==> config.mk <==
export PLATFORM = sky130hd
export DESIGN_NAME = ocp_mem_tester_flat
export DESIGN_NICKNAME = d
export VERILOG_FILES = /design/src/rtl/ocp_mem_tester_pkg.sv /design/src/rtl/ocp_mem_tester_if.sv /design/src/rtl/ocp_mem_tester_master_port.sv /design/src/rtl/ocp_mem_tester.sv /design/src/flat_wrapper.sv
export SDC_FILE = /design/constraint.sdc
export NUM_CORES = 1
export LEC_CHECK = 0
export ABC_AREA = 1
export CELL_PAD_IN_SITES_DETAIL_PLACEMENT = 0
export CELL_PAD_IN_SITES_GLOBAL_PLACEMENT = 1
export CORE_UTILIZATION = 42
export CTS_CLUSTER_DIAMETER = 80
export DETAILED_ROUTE_END_ITERATION = 8
export HOLD_SLACK_MARGIN = 0.08
export PLACE_DENSITY_LB_ADDON = 0.1
export SYNTH_ARGS = -nofsm -noshare
export SYNTH_HDL_FRONTEND = slang
export SYNTH_SLANG_ARGS = --single-unit
==> constraint.sdc <==
create_clock -name clk -period 6.3 [get_ports clk]
set_input_delay 0.63 -clock clk [delete_from_list [all_inputs] [get_ports clk]]
set_output_delay 0.63 -clock clk [all_outputs]
set_load 0.05 [all_outputs]
==> src/rtl/ocp_mem_tester_pkg.sv <==
// Shared OCP encodings, bus widths and the write/read pattern for the memory tester.
package ocp_mem_tester_pkg;

    localparam int unsigned ADDR_WIDTH = 32;
    localparam int unsigned DATA_WIDTH = 32;
    localparam int unsigned BEN_WIDTH  = DATA_WIDTH / 8;

    typedef enum logic [2:0] {
        OCP_CMD_IDLE  = 3'b000,
        OCP_CMD_WRITE = 3'b001,
        OCP_CMD_READ  = 3'b010
    } ocp_cmd_e;

    typedef enum logic [1:0] {
        OCP_RESP_NULL = 2'b00,
        OCP_RESP_DVA  = 2'b01,
        OCP_RESP_FAIL = 2'b10,
        OCP_RESP_ERR  = 2'b11
    } ocp_resp_e;

    // Command the tester FSM hands to the master port.
    typedef struct packed {
        ocp_cmd_e              cmd;
        logic [ADDR_WIDTH-1:0] addr;
        logic [DATA_WIDTH-1:0] data;
    } ocp_req_t;

    // Word data is its own byte address XOR the seed.
    function automatic logic [DATA_WIDTH-1:0] pattern(input logic [ADDR_WIDTH-1:0] addr,
                                                      input logic [DATA_WIDTH-1:0] seed);
        return DATA_WIDTH'(addr) ^ seed;
    endfunction

endpackage

==> src/rtl/ocp_mem_tester_if.sv <==
// OCP word-memory bus between an initiator (master) and a responder (slave).
interface ocp_mem_tester_if;
    import ocp_mem_tester_pkg::*;

    logic [ADDR_WIDTH-1:0] MAddr;
    ocp_cmd_e              MCmd;
    logic [DATA_WIDTH-1:0] MData;
    logic [BEN_WIDTH-1:0]  MByteEn;
    logic                  SCmdAccept;
    logic [DATA_WIDTH-1:0] SData;
    ocp_resp_e             SResp;

    modport master (
        output MAddr, MCmd, MData, MByteEn,
        input  SCmdAccept, SData, SResp
    );

    modport slave (
        input  MAddr, MCmd, MData, MByteEn,
        output SCmdAccept, SData, SResp
    );

endinterface

==> src/rtl/ocp_mem_tester_master_port.sv <==
// OCP master port: holds the issued command until accept, exposes the response
// and runs the no-progress timeout counter.
module ocp_mem_tester_master_port
    import ocp_mem_tester_pkg::*;
#(
    parameter int unsigned TIMEOUT = 256
) (
    input  logic                  clk,
    input  logic                  rst,
    ocp_mem_tester_if.master      ocp,
    input  logic                  ld,
    input  ocp_req_t              ld_req,
    input  logic                  active,
    input  logic                  progress,
    output logic                  accept_c,
    output logic                  resp_valid_c,
    output logic                  resp_ok_c,
    output logic [DATA_WIDTH-1:0] rdata_c,
    output logic                  timeout_c
);

    localparam int unsigned TMR_WIDTH = $clog2(TIMEOUT + 1);

    logic [TMR_WIDTH-1:0] tmr;

    // Address/data/byte-enables only move with a real command; MCmd qualifies them.
    always_ff @(posedge clk) begin
        if (rst) begin
            ocp.MCmd    <= OCP_CMD_IDLE;
            ocp.MAddr   <= '0;
            ocp.MData   <= '0;
            ocp.MByteEn <= '0;
        end else if (ld) begin
            ocp.MCmd <= ld_req.cmd;
            if (ld_req.cmd != OCP_CMD_IDLE) begin
                ocp.MAddr   <= ld_req.addr;
                ocp.MData   <= ld_req.data;
                ocp.MByteEn <= '1;
            end
        end
    end

    always_ff @(posedge clk) begin
        if (rst || !active || progress) begin
            tmr <= '0;
        end else if (tmr != TMR_WIDTH'(TIMEOUT)) begin
            tmr <= tmr + TMR_WIDTH'(1);
        end
    end

    assign accept_c     = (ocp.MCmd != OCP_CMD_IDLE) && ocp.SCmdAccept;
    assign resp_valid_c = (ocp.SResp != OCP_RESP_NULL);
    assign resp_ok_c    = (ocp.SResp == OCP_RESP_DVA);
    assign rdata_c      = ocp.SData;
    assign timeout_c    = active && !progress && (tmr == TMR_WIDTH'(TIMEOUT - 1));

endmodule

==> src/rtl/ocp_mem_tester.sv <==
// OCP memory tester: writes addr^seed to N consecutive words, reads them back
// and reports pass, mismatch count, first failing address and timeout.
module ocp_mem_tester
    import ocp_mem_tester_pkg::*;
#(
    parameter int unsigned CNT_WIDTH = 16,
    parameter int unsigned TIMEOUT   = 256
) (
    input  logic                  clk,
    input  logic                  rst,
    input  logic                  i_start,
    input  logic [ADDR_WIDTH-1:0] i_base_addr,
    input  logic [CNT_WIDTH-1:0]  i_nwords,
    input  logic [DATA_WIDTH-1:0] i_seed,
    ocp_mem_tester_if.master      ocp,
    output logic                  o_busy,
    output logic                  o_done,
    output logic                  o_pass,
    output logic                  o_timeout,
    output logic [CNT_WIDTH-1:0]  o_err_count,
    output logic [ADDR_WIDTH-1:0] o_first_err_addr
);

    typedef enum logic [2:0] {
        ST_IDLE,
        ST_WR_CMD,
        ST_RD_CMD,
        ST_RD_WAIT,
        ST_FINISH
    } state_e;

    state_e                state;
    logic [CNT_WIDTH-1:0]  k;
    logic [CNT_WIDTH-1:0]  nwords_r;
    logic [ADDR_WIDTH-1:0] base_r;
    logic [ADDR_WIDTH-1:0] cur_addr;
    logic [DATA_WIDTH-1:0] seed_r;

    logic [ADDR_WIDTH-1:0] start_addr_c;
    logic [ADDR_WIDTH-1:0] next_addr_c;
    logic                  last_c;
    logic                  active_c;
    logic                  progress_c;
    logic                  rd_eval_c;
    logic                  mismatch_c;
    logic                  ld_c;
    ocp_req_t              ld_req_c;
    logic                  accept_c;
    logic                  resp_valid_c;
    logic                  resp_ok_c;
    logic [DATA_WIDTH-1:0] rdata_c;
    logic                  timeout_c;

    ocp_mem_tester_master_port #(.TIMEOUT(TIMEOUT)) u_port (
        .clk          (clk),
        .rst          (rst),
        .ocp          (ocp),
        .ld           (ld_c),
        .ld_req       (ld_req_c),
        .active       (active_c),
        .progress     (progress_c),
        .accept_c     (accept_c),
        .resp_valid_c (resp_valid_c),
        .resp_ok_c    (resp_ok_c),
        .rdata_c      (rdata_c),
        .timeout_c    (timeout_c)
    );

    assign start_addr_c = i_base_addr & ~ADDR_WIDTH'(3);
    assign next_addr_c  = cur_addr + ADDR_WIDTH'(4);
    assign last_c       = (k == nwords_r - CNT_WIDTH'(1));
    assign active_c     = state inside {ST_WR_CMD, ST_RD_CMD, ST_RD_WAIT};
    // A response landing with the read accept is evaluated there and never again in RD_WAIT.
    assign rd_eval_c    = ((state == ST_RD_CMD) && accept_c && resp_valid_c) ||
                          ((state == ST_RD_WAIT) && resp_valid_c);
    assign progress_c   = accept_c || ((state == ST_RD_WAIT) && resp_valid_c);
    assign mismatch_c   = !(resp_ok_c && (rdata_c == pattern(cur_addr, seed_r)));

    // Next command for the port, computed so back-to-back issue needs no bubble.
    always_comb begin
        ld_c          = 1'b0;
        ld_req_c.cmd  = OCP_CMD_IDLE;
        ld_req_c.addr = next_addr_c;
        ld_req_c.data = '0;
        case (state)
            ST_IDLE: begin
                if (i_start && (i_nwords != '0)) begin
                    ld_c          = 1'b1;
                    ld_req_c.cmd  = OCP_CMD_WRITE;
                    ld_req_c.addr = start_addr_c;
                    ld_req_c.data = pattern(start_addr_c, i_seed);
                end
            end
            ST_WR_CMD: begin
                if (accept_c) begin
                    ld_c = 1'b1;
                    if (last_c) begin
                        ld_req_c.cmd  = OCP_CMD_READ;
                        ld_req_c.addr = base_r;
                    end else begin
                        ld_req_c.cmd  = OCP_CMD_WRITE;
                        ld_req_c.data = pattern(next_addr_c, seed_r);
                    end
                end else if (timeout_c) begin
                    ld_c = 1'b1;
                end
            end
            ST_RD_CMD: begin
                if (accept_c) begin
                    ld_c = 1'b1;
                    if (resp_valid_c && !last_c) begin
                        ld_req_c.cmd = OCP_CMD_READ;
                    end
                end else if (timeout_c) begin
                    ld_c = 1'b1;
                end
            end
            ST_RD_WAIT: begin
                if (resp_valid_c && !last_c) begin
                    ld_c         = 1'b1;
                    ld_req_c.cmd = OCP_CMD_READ;
                end
            end
            default: begin
            end
        endcase
    end

    always_ff @(posedge clk) begin
        if (rst) begin
            state            <= ST_IDLE;
            k                <= '0;
            nwords_r         <= '0;
            base_r           <= '0;
            cur_addr         <= '0;
            seed_r           <= '0;
            o_busy           <= 1'b0;
            o_done           <= 1'b0;
            o_pass           <= 1'b0;
            o_timeout        <= 1'b0;
            o_err_count      <= '0;
            o_first_err_addr <= '0;
        end else begin
            o_done <= 1'b0;
            case (state)
                ST_IDLE: begin
                    if (i_start) begin
                        base_r           <= start_addr_c;
                        cur_addr         <= start_addr_c;
                        seed_r           <= i_seed;
                        nwords_r         <= i_nwords;
                        k                <= '0;
                        o_err_count      <= '0;
                        o_first_err_addr <= '0;
                        o_pass           <= 1'b0;
                        o_timeout        <= 1'b0;
                        o_busy           <= 1'b1;
                        state            <= (i_nwords == '0) ? ST_FINISH : ST_WR_CMD;
                    end
                end
                ST_WR_CMD: begin
                    if (accept_c) begin
                        if (last_c) begin
                            k        <= '0;
                            cur_addr <= base_r;
                            state    <= ST_RD_CMD;
                        end else begin
                            k        <= k + CNT_WIDTH'(1);
                            cur_addr <= next_addr_c;
                        end
                    end else if (timeout_c) begin
                        o_timeout <= 1'b1;
                        state     <= ST_FINISH;
                    end
                end
                ST_RD_CMD: begin
                    if (accept_c && !resp_valid_c) begin
                        state <= ST_RD_WAIT;
                    end else if (timeout_c) begin
                        o_timeout <= 1'b1;
                        state     <= ST_FINISH;
                    end
                end
                ST_RD_WAIT: begin
                    if (timeout_c) begin
                        o_timeout <= 1'b1;
                        state     <= ST_FINISH;
                    end
                end
                ST_FINISH: begin
                    o_done <= 1'b1;
                    o_busy <= 1'b0;
                    o_pass <= (o_err_count == '0) && !o_timeout;
                    state  <= ST_IDLE;
                end
                default: state <= ST_IDLE;
            endcase

            if (rd_eval_c) begin
                if (mismatch_c) begin
                    if (o_err_count != '1) begin
                        o_err_count <= o_err_count + CNT_WIDTH'(1);
                    end
                    if (o_err_count == '0) begin
                        o_first_err_addr <= cur_addr;
                    end
                end
                if (last_c) begin
                    state <= ST_FINISH;
                end else begin
                    k        <= k + CNT_WIDTH'(1);
                    cur_addr <= next_addr_c;
                    state    <= ST_RD_CMD;
                end
            end
        end
    end

endmodule

==> src/flat_wrapper.sv <==
// flat-port wrapper written by rule: the top's interface ports become plain ports
module ocp_mem_tester_flat import ocp_mem_tester_pkg::*;
#(
    parameter int unsigned CNT_WIDTH = 16,
    parameter int unsigned TIMEOUT   = 256
)
  (clk, rst, i_start, i_base_addr, i_nwords, i_seed, o_busy, o_done, o_pass, o_timeout, o_err_count, o_first_err_addr, ocp_MAddr, ocp_MCmd, ocp_MData, ocp_MByteEn, ocp_SCmdAccept, ocp_SData, ocp_SResp);
  ocp_mem_tester_if ocp_i ();
  input  logic clk;
  input  logic rst;
  input  logic i_start;
  input  logic [ADDR_WIDTH-1:0] i_base_addr;
  input  logic [CNT_WIDTH-1:0] i_nwords;
  input  logic [DATA_WIDTH-1:0] i_seed;
  output logic o_busy;
  output logic o_done;
  output logic o_pass;
  output logic o_timeout;
  output logic [CNT_WIDTH-1:0] o_err_count;
  output logic [ADDR_WIDTH-1:0] o_first_err_addr;
  output wire logic [$bits(ocp_i.MAddr)-1:0] ocp_MAddr;
  output wire logic [$bits(ocp_i.MCmd)-1:0] ocp_MCmd;
  output wire logic [$bits(ocp_i.MData)-1:0] ocp_MData;
  output wire logic [$bits(ocp_i.MByteEn)-1:0] ocp_MByteEn;
  input wire logic [$bits(ocp_i.SCmdAccept)-1:0] ocp_SCmdAccept;
  input wire logic [$bits(ocp_i.SData)-1:0] ocp_SData;
  input wire logic [$bits(ocp_i.SResp)-1:0] ocp_SResp;
  assign ocp_MAddr = ocp_i.MAddr;
  assign ocp_MCmd = ocp_i.MCmd;
  assign ocp_MData = ocp_i.MData;
  assign ocp_MByteEn = ocp_i.MByteEn;
  assign ocp_i.SCmdAccept = ocp_SCmdAccept;
  assign ocp_i.SData = ocp_SData;
  assign ocp_i.SResp = ocp_SResp;
  ocp_mem_tester #(.CNT_WIDTH(CNT_WIDTH), .TIMEOUT(TIMEOUT)) u_core (.clk(clk), .rst(rst), .i_start(i_start), .i_base_addr(i_base_addr), .i_nwords(i_nwords), .i_seed(i_seed), .ocp(ocp_i), .o_busy(o_busy), .o_done(o_done), .o_pass(o_pass), .o_timeout(o_timeout), .o_err_count(o_err_count), .o_first_err_addr(o_first_err_addr));
endmodule
======== Word-level counts from Yosys, hierarchy flattened ========
Cells that the tools add are included.
storage, ports and cells
  output and inout port bits .............. 123
  input bits .............................. 118
  word-level logic and storage cells ...... 129
  flip-flop bits (word level) ............. 258
cells by class
  reduce and logical (&&, ||, !) cells .... 36
  bitwise gates (word level) .............. 3
  $add $sub $neg .......................... 5
  multiplexer cells ....................... 53
  eq/ne operators ......................... 15
operators by type and width
  cell                   number
  $mux 32                11
  $mux 16                10
  $pmux 64 s2            1
  $xor 32x32->32         3
  $mux 67                1
  $mux 65                1
  $pmux 32 s2            1
  $add 16x1->16 const B  2
  $add 32x3->32 const B  1
  $eq 32x32->1           1
  $logic_not 16->1       2
  $pmux 16 s2            1
  $mux 3                 9
  $pmux 3 s4             2
  $eq 16x16->1           1
  $ne 16x16->1 const B   1
  $reduce_bool 16->1     1
  $sub 16x1->16 const B  1
  $logic_and 1x1->1      11
  $mux 1                 10
  $add 9x1->9 const B    1
  $eq 9x8->1 const B     1
  $ne 9x9->1 const B     1
  $reduce_bool 3->1      3
  19 further kinds       35

======== Longest topological paths before layout ========
  word-level depth ........................ 10
  depth in mapped cells ................... 21

======== Cells and area by module ========
A second synthesis with hierarchy kept.
unflattened totals
  cells, all modules ...................... 2401
  area total of the unflattened synthesis .. 16115.5 um^2
by module, submodules not included
  module                      sequential area each (um^2)  area each (um^2)  cells an instance  instances
  ocp_mem_tester              3623.5                       12474.5           1985               1
  ocp_mem_tester_master_port  1541.5                       3641.0            416                1

======== Worst setup path before layout ========
OpenSTA, ideal clock, no wires.
  path kind ............................... flip-flop to flip-flop
  from .................................... register u_core.o_err_count[1]
  to ...................................... register u_core.o_err_count[13]
  setup slack ............................. 3.610 ns
  data required time ...................... 6.183 ns
  arrival ................................. 2.572 ns
  clock period less this slack ............ 2.690 ns
  buffers on the path ..................... 1
  setup time .............................. 0.117 ns
  cell stages (with the launch flop) ...... 14
  cell sequence ........................... dfxtp_1 > ha_1 > nand3_1 > nor3_1 > nand3_1 > nor2_1 > nand2_1 > nor2_1 > nand4_1 > nand3_1 > clkbuf_2 > o21ai_0 > nand2_1 > nor2_1
on the way
  word-level cells in the longest chain between the ends .. 4
  elaborated cells on any way between the ends .. 5
RTL lines
  what                                                  RTL line                                      source
  start, declared                                       ocp_mem_tester.sv:20                          output logic [CNT_WIDTH-1:0] o_err_count,
  start signal, assigned                                ocp_mem_tester.sv:202                         o_err_count <= o_err_count + CNT_WIDTH'(1);
  $add 16x1->16 / $ne 16x16->1 (equally long branches)  ocp_mem_tester.sv:202, ocp_mem_tester.sv:201
  $mux 16 *                                             ocp_mem_tester.sv:201                         if (o_err_count != '1) begin
  $mux 16 *                                             ocp_mem_tester.sv:200                         if (mismatch_c) begin
  $mux 16 *                                             ocp_mem_tester.sv:199                         if (rd_eval_c) begin
Every way passes the cells marked *; elsewhere a longest branch is shown, timed or not.
A chain may end at the register's enable or synchronous reset.

======== Final worst setup path ========
  from .................................... register u_core.nwords_r[0]
  to ...................................... register u_core.u_port.ocp.MData[2]
on the way
  word-level cells in the longest chain between the ends .. 9
  elaborated cells on any way between the ends .. 15
RTL lines
  what                        RTL line                                      source
  start, declared             ocp_mem_tester.sv:34                          logic [CNT_WIDTH-1:0] nwords_r;
  start signal, assigned      ocp_mem_tester.sv:151                         nwords_r <= i_nwords;
  $sub 16x1->16 *             ocp_mem_tester.sv:71                          assign last_c = (k == nwords_r - CNT_WIDTH'(1));
  $eq 16x16->1 *              ocp_mem_tester.sv:71
  $logic_not 1->1             ocp_mem_tester.sv:111, ocp_mem_tester.sv:119
  $logic_and 1x1->1           ocp_mem_tester.sv:111, ocp_mem_tester.sv:119
  $mux 2                      ocp_mem_tester.sv:111, ocp_mem_tester.sv:119
  $mux 3                      ocp_mem_tester.sv:109                         if (accept_c) begin
  $pmux 3 s4                  ocp_mem_tester.sv:85                          case (state)
  $reduce_bool 3->1           ocp_mem_tester_master_port.sv:35              if (ld_req.cmd != OCP_CMD_IDLE) begin
  $reduce_and 2->1 (no line)  --
  end signal, assigned        ocp_mem_tester_master_port.sv:37              ocp.MData <= ld_req.data;
  end, declared               ocp_mem_tester_if.sv:14                       output MAddr, MCmd, MData, MByteEn,
Marked as above.

==> impl_metrics.json <==
{
  "max_freq_mhz": 236.7,
  "cts_hold_buf": 0,
  "yosysSeqAreaShare_pct": 31.60,
  "antennaDiodeCount": 0,
  "rrSetupSlack_ns": 2.07,
  "antenna_found_initial": 0,
  "via_per_inst": 5.355,
  "final_hold_viol_count": 0,
  "startpoint_type": "register",
  "final-setup-viol-count": 0,
  "min_period_over_period_pct": 67.07,
  "p_per_area_nw_per_um2": 252.1,
  "num_rows": 71,
  "grt_pass1_vias": 16640,
  "path_delay_family": "simple AND/OR/NAND/NOR gates",
  "die_h_um": 198.9,
  "maxCapViolations": 0,
  "nets": 2886,
  "ys_top_cells_by_area": "dfxtp_1 (32%), nand2_1 (15%), inv_1 (6.9%), nand3_1 (6.8%), a21oi_1 (6.5%)",
  "utilization_pct": 52.45,
  "setup_ws_ns": 2.075,
  "first_pass_iters": 6,
  "dieArea_sq_um": 39560,
  "cts_sinks": 257,
  "worst_path_most_repeated_cell": "nand2_1",
  "syn_avg_cell_area_sq_um": 6.253,
  "overflow": 0,
  "end_kind": "register",
  "period_needed_ns": 4.225,
  "crit_arrival_ns": 4.66,
  "drt_iter0_markers": 1286,
  "wl_per_cell_um": 18.45,
  "cts_tree": "yes",
  "final_layout_size_suffix_gt1_share_pct": 5.210,
  "port_buffers": 237,
  "vias": 17640,
  "clock_skew_ns": 0.02219,
  "route.met3.wl_um": 3686,
  "slew_headroom_pct": 34.26,
  "post_cts_buffers": 0,
  "netlist.area_leader.share_pct": 31.60,
  "path_cells": "inv_2, ha_1, nand3_2, nor2_2, nand2_1, nand2_1, nand2_1, nor2_1, nand3_1, nor2_2, nand2_4, nand2_4, clkinv_1, nand2_1, o21ai_0, a21oi_1, nor2_1",
  "place_ws_ns": 2.172,
  "drcViolationCount": 0,
  "place_area_sq_um": 18860,
  "coreArea_sq_um": 37930,
  "clk_pin_slew_worst_paths_ns": 0.06,
  "ys_warn_count": 0,
  "ys_ff_latch": 257,
  "synth_nets": 2730,
  "cts_buffer_depth": 3,
  "gp_congestion": 0.9193,
  "grt_max_degree": 76,
  "final_max_slew_viol_count": 0,
  "ant_nets": 0,
  "hp-class": "reg -> reg",
  "routed_wl_um": 60770,
  "worst-path-buf-inv": 2,
  "hpwl_um": 42070,
  "synthCells": 2604,
  "htreeDepth": 1,
  "peakVddDrop_mv": 0.1671,
  "area_growth_pct": 22.18,
  "grtUsageTotal_pct": 30.18,
  "syn_area_sq_um": 16280,
  "yosysUniqueCellTypes": 50,
  "slowest_delay_ns": 0.72,
  "cts_made_buffers": 31,
  "synth_area_leader_cell": "dfxtp_1",
  "outcome": "finished, final reports clean",
  "io_pins": 241,
  "crit_type": "reg -> reg",
  "grt_pass1_wl_um": 92850,
  "cp_slowest_cell": "clkinv_1",
  "finalSetupTns_ns": 0,
  "clk-insertion-delay-late_ns": 0.59,
  "p_leak_nw": 8.622,
  "worst_pin_slew_ns": 0.9838,
  "path_max_fanout": 28,
  "cts_root_buf": "clkbuf_16",
  "die_w_um": 198.9,
  "rsz0062_at_grt": "no",
  "start_util_pct": 42.93,
  "wl_met1_um": 25350,
  "ctsResizeCount": 0,
  "crit_required_ns": 6.74,
  "route.met2.wl_um": 28650,
  "dr.max_layer_used": "met4",
  "fin_area_sq_um": 19890
}
==> report_power, final <==
part	total [mW]	internal, mW	leakage, nW	switching [mW]
sequential	1.87	1.74	2.10	0.130
combinational	1.31	0.439	6.01	0.876
clock	1.83	1.07	0.513	0.759
==> area by class of cell <==
cell class	count	area, sq um
tap	511	639.4
multi-input combinational	1902	9394
clock inverter	13	128.9
clock buffer	43	900.9
fill	3968	18040
sequential	257	5145
timing repair buffer	256	2512
inverter	312	1174
==> cell usage after synthesis, drive strengths merged <==
library cell / instances
nor4: 8
nand2b: 1
dfxtp: 257
xor2: 69
a21o: 1
and2: 2
a32oi: 1
conb: 1
nand3b: 10
ha: 8
mux2: 1
or2: 13
inv: 308
a211oi: 4
o22ai: 32
clkbuf: 91
o21a: 5
o31ai: 2
xnor2: 44
o21bai: 5
buf: 42
clkinv: 4
a21oi: 220
nor3b: 34
nand3: 222
nor3: 37
nor2: 297
a22oi: 7
nand4: 50
o211ai: 16
and3: 1
nand2: 659
o21ai: 141
a31oi: 11
==> worst paths after layout <==
kind	start	to	depth (start not counted)
worst max-delay path	u_core.nwords_r[0]	u_core.u_port.ocp.MData[2]	17
worst min-delay path	u_core.base_r[18]	u_core.base_r[18]	2
worst max register to register	u_core.nwords_r[0]	u_core.u_port.ocp.MData[2]	17
worst min register to register	u_core.base_r[18]	u_core.base_r[18]	2
==> tightest hold or removal path, cell delays in order, from the launching register on <==
cell and delay [ns]:
dfxtp_1 0.31, nand2_1 0.06, a21oi_1 0.05
==> state kept, by name (all words and copies together), names as in the netlist <==
register and count:
u_core.k 16, u_core.o_busy 1, u_core.u_port.ocp.MByteEn 1, u_core.u_port.ocp.MCmd 2, u_core.o_err_count 16, u_core.nwords_r 16
u_core.o_pass 1, u_core.u_port.ocp.MAddr 32, u_core.o_done 1, u_core.u_port.tmr 9, u_core.o_timeout 1, u_core.seed_r 32
u_core.o_first_err_addr 32, u_core.state 3, u_core.base_r 30, u_core.cur_addr 32, u_core.u_port.ocp.MData 32
==> logic make-up after synthesis <==
logic type	synth area share (%)
buffers and inverters	10.80
other	0.02303
muxes	0.06915
AOI/OAI and AO/OA	14.90
DFF	31.60
and+or+nand+nor	35.92
xor gates and xnor gates	6.078
adders and majority gates	0.6147
==> layout by cell type (no fill, tap or decap), types with 3 or more instances in the layout <==
| cell type | Yosys | layout |
|---|---|---|
| clkbuf_16 | 0 | 31 |
| inv_1 | 299 | 298 |
| nor2_1 | 281 | 280 |
| clkinv_2 | 0 | 7 |
| nand3_1 | 220 | 220 |
| nand3b_1 | 10 | 10 |
| o21ai_0 | 136 | 136 |
| a21oi_2 | 9 | 9 |
| nor2_2 | 10 | 10 |
| dfxtp_1 | 257 | 257 |
| a21oi_1 | 211 | 211 |
| buf_4 | 6 | 20 |
| o21a_1 | 5 | 5 |
| nand2_1 | 642 | 642 |
| xor2_1 | 69 | 69 |
| o21ai_1 | 3 | 3 |
| o211ai_1 | 16 | 16 |
| clkdlybuf4s50_1 | 0 | 236 |
| clkinv_1 | 4 | 4 |
| clkbuf_8 | 0 | 8 |
| o22ai_1 | 32 | 32 |
| nor2_4 | 5 | 6 |
| clkbuf_1 | 88 | 4 |
| a31oi_1 | 11 | 11 |
| nor4_1 | 8 | 8 |
| xnor2_1 | 44 | 44 |
| nor3b_1 | 34 | 34 |
| nor3_1 | 35 | 35 |
| nand2_2 | 15 | 15 |
| ha_1 | 8 | 8 |
| o21bai_1 | 5 | 5 |
| inv_2 | 9 | 9 |
| or2_2 | 13 | 13 |
| nand4_1 | 50 | 50 |
| a211oi_1 | 4 | 4 |
| a22oi_1 | 7 | 7 |
==> through the flow <==
step	power [mW]	hold slack (ns)	std cells
final	5.015	0.4603	3294
after global routing	5.240	0.4790	3294
after CTS	5.037	0.4622	3294
after detailed placement	3.201	0.4530	3238
after global placement	3.189	0.4488	3238
after floorplan	2.749	0.4409	2604
==> metal layers <==
metal | GRT usage, % | vias up
li1 | - | 8717
met1 | 37.09 | 8127
met2 | 52.10 | 643
met3 | 3.815 | 153
met4 | 14.25 | 0
met5 | 0 | -
Power figures use the tool's default switching activity.
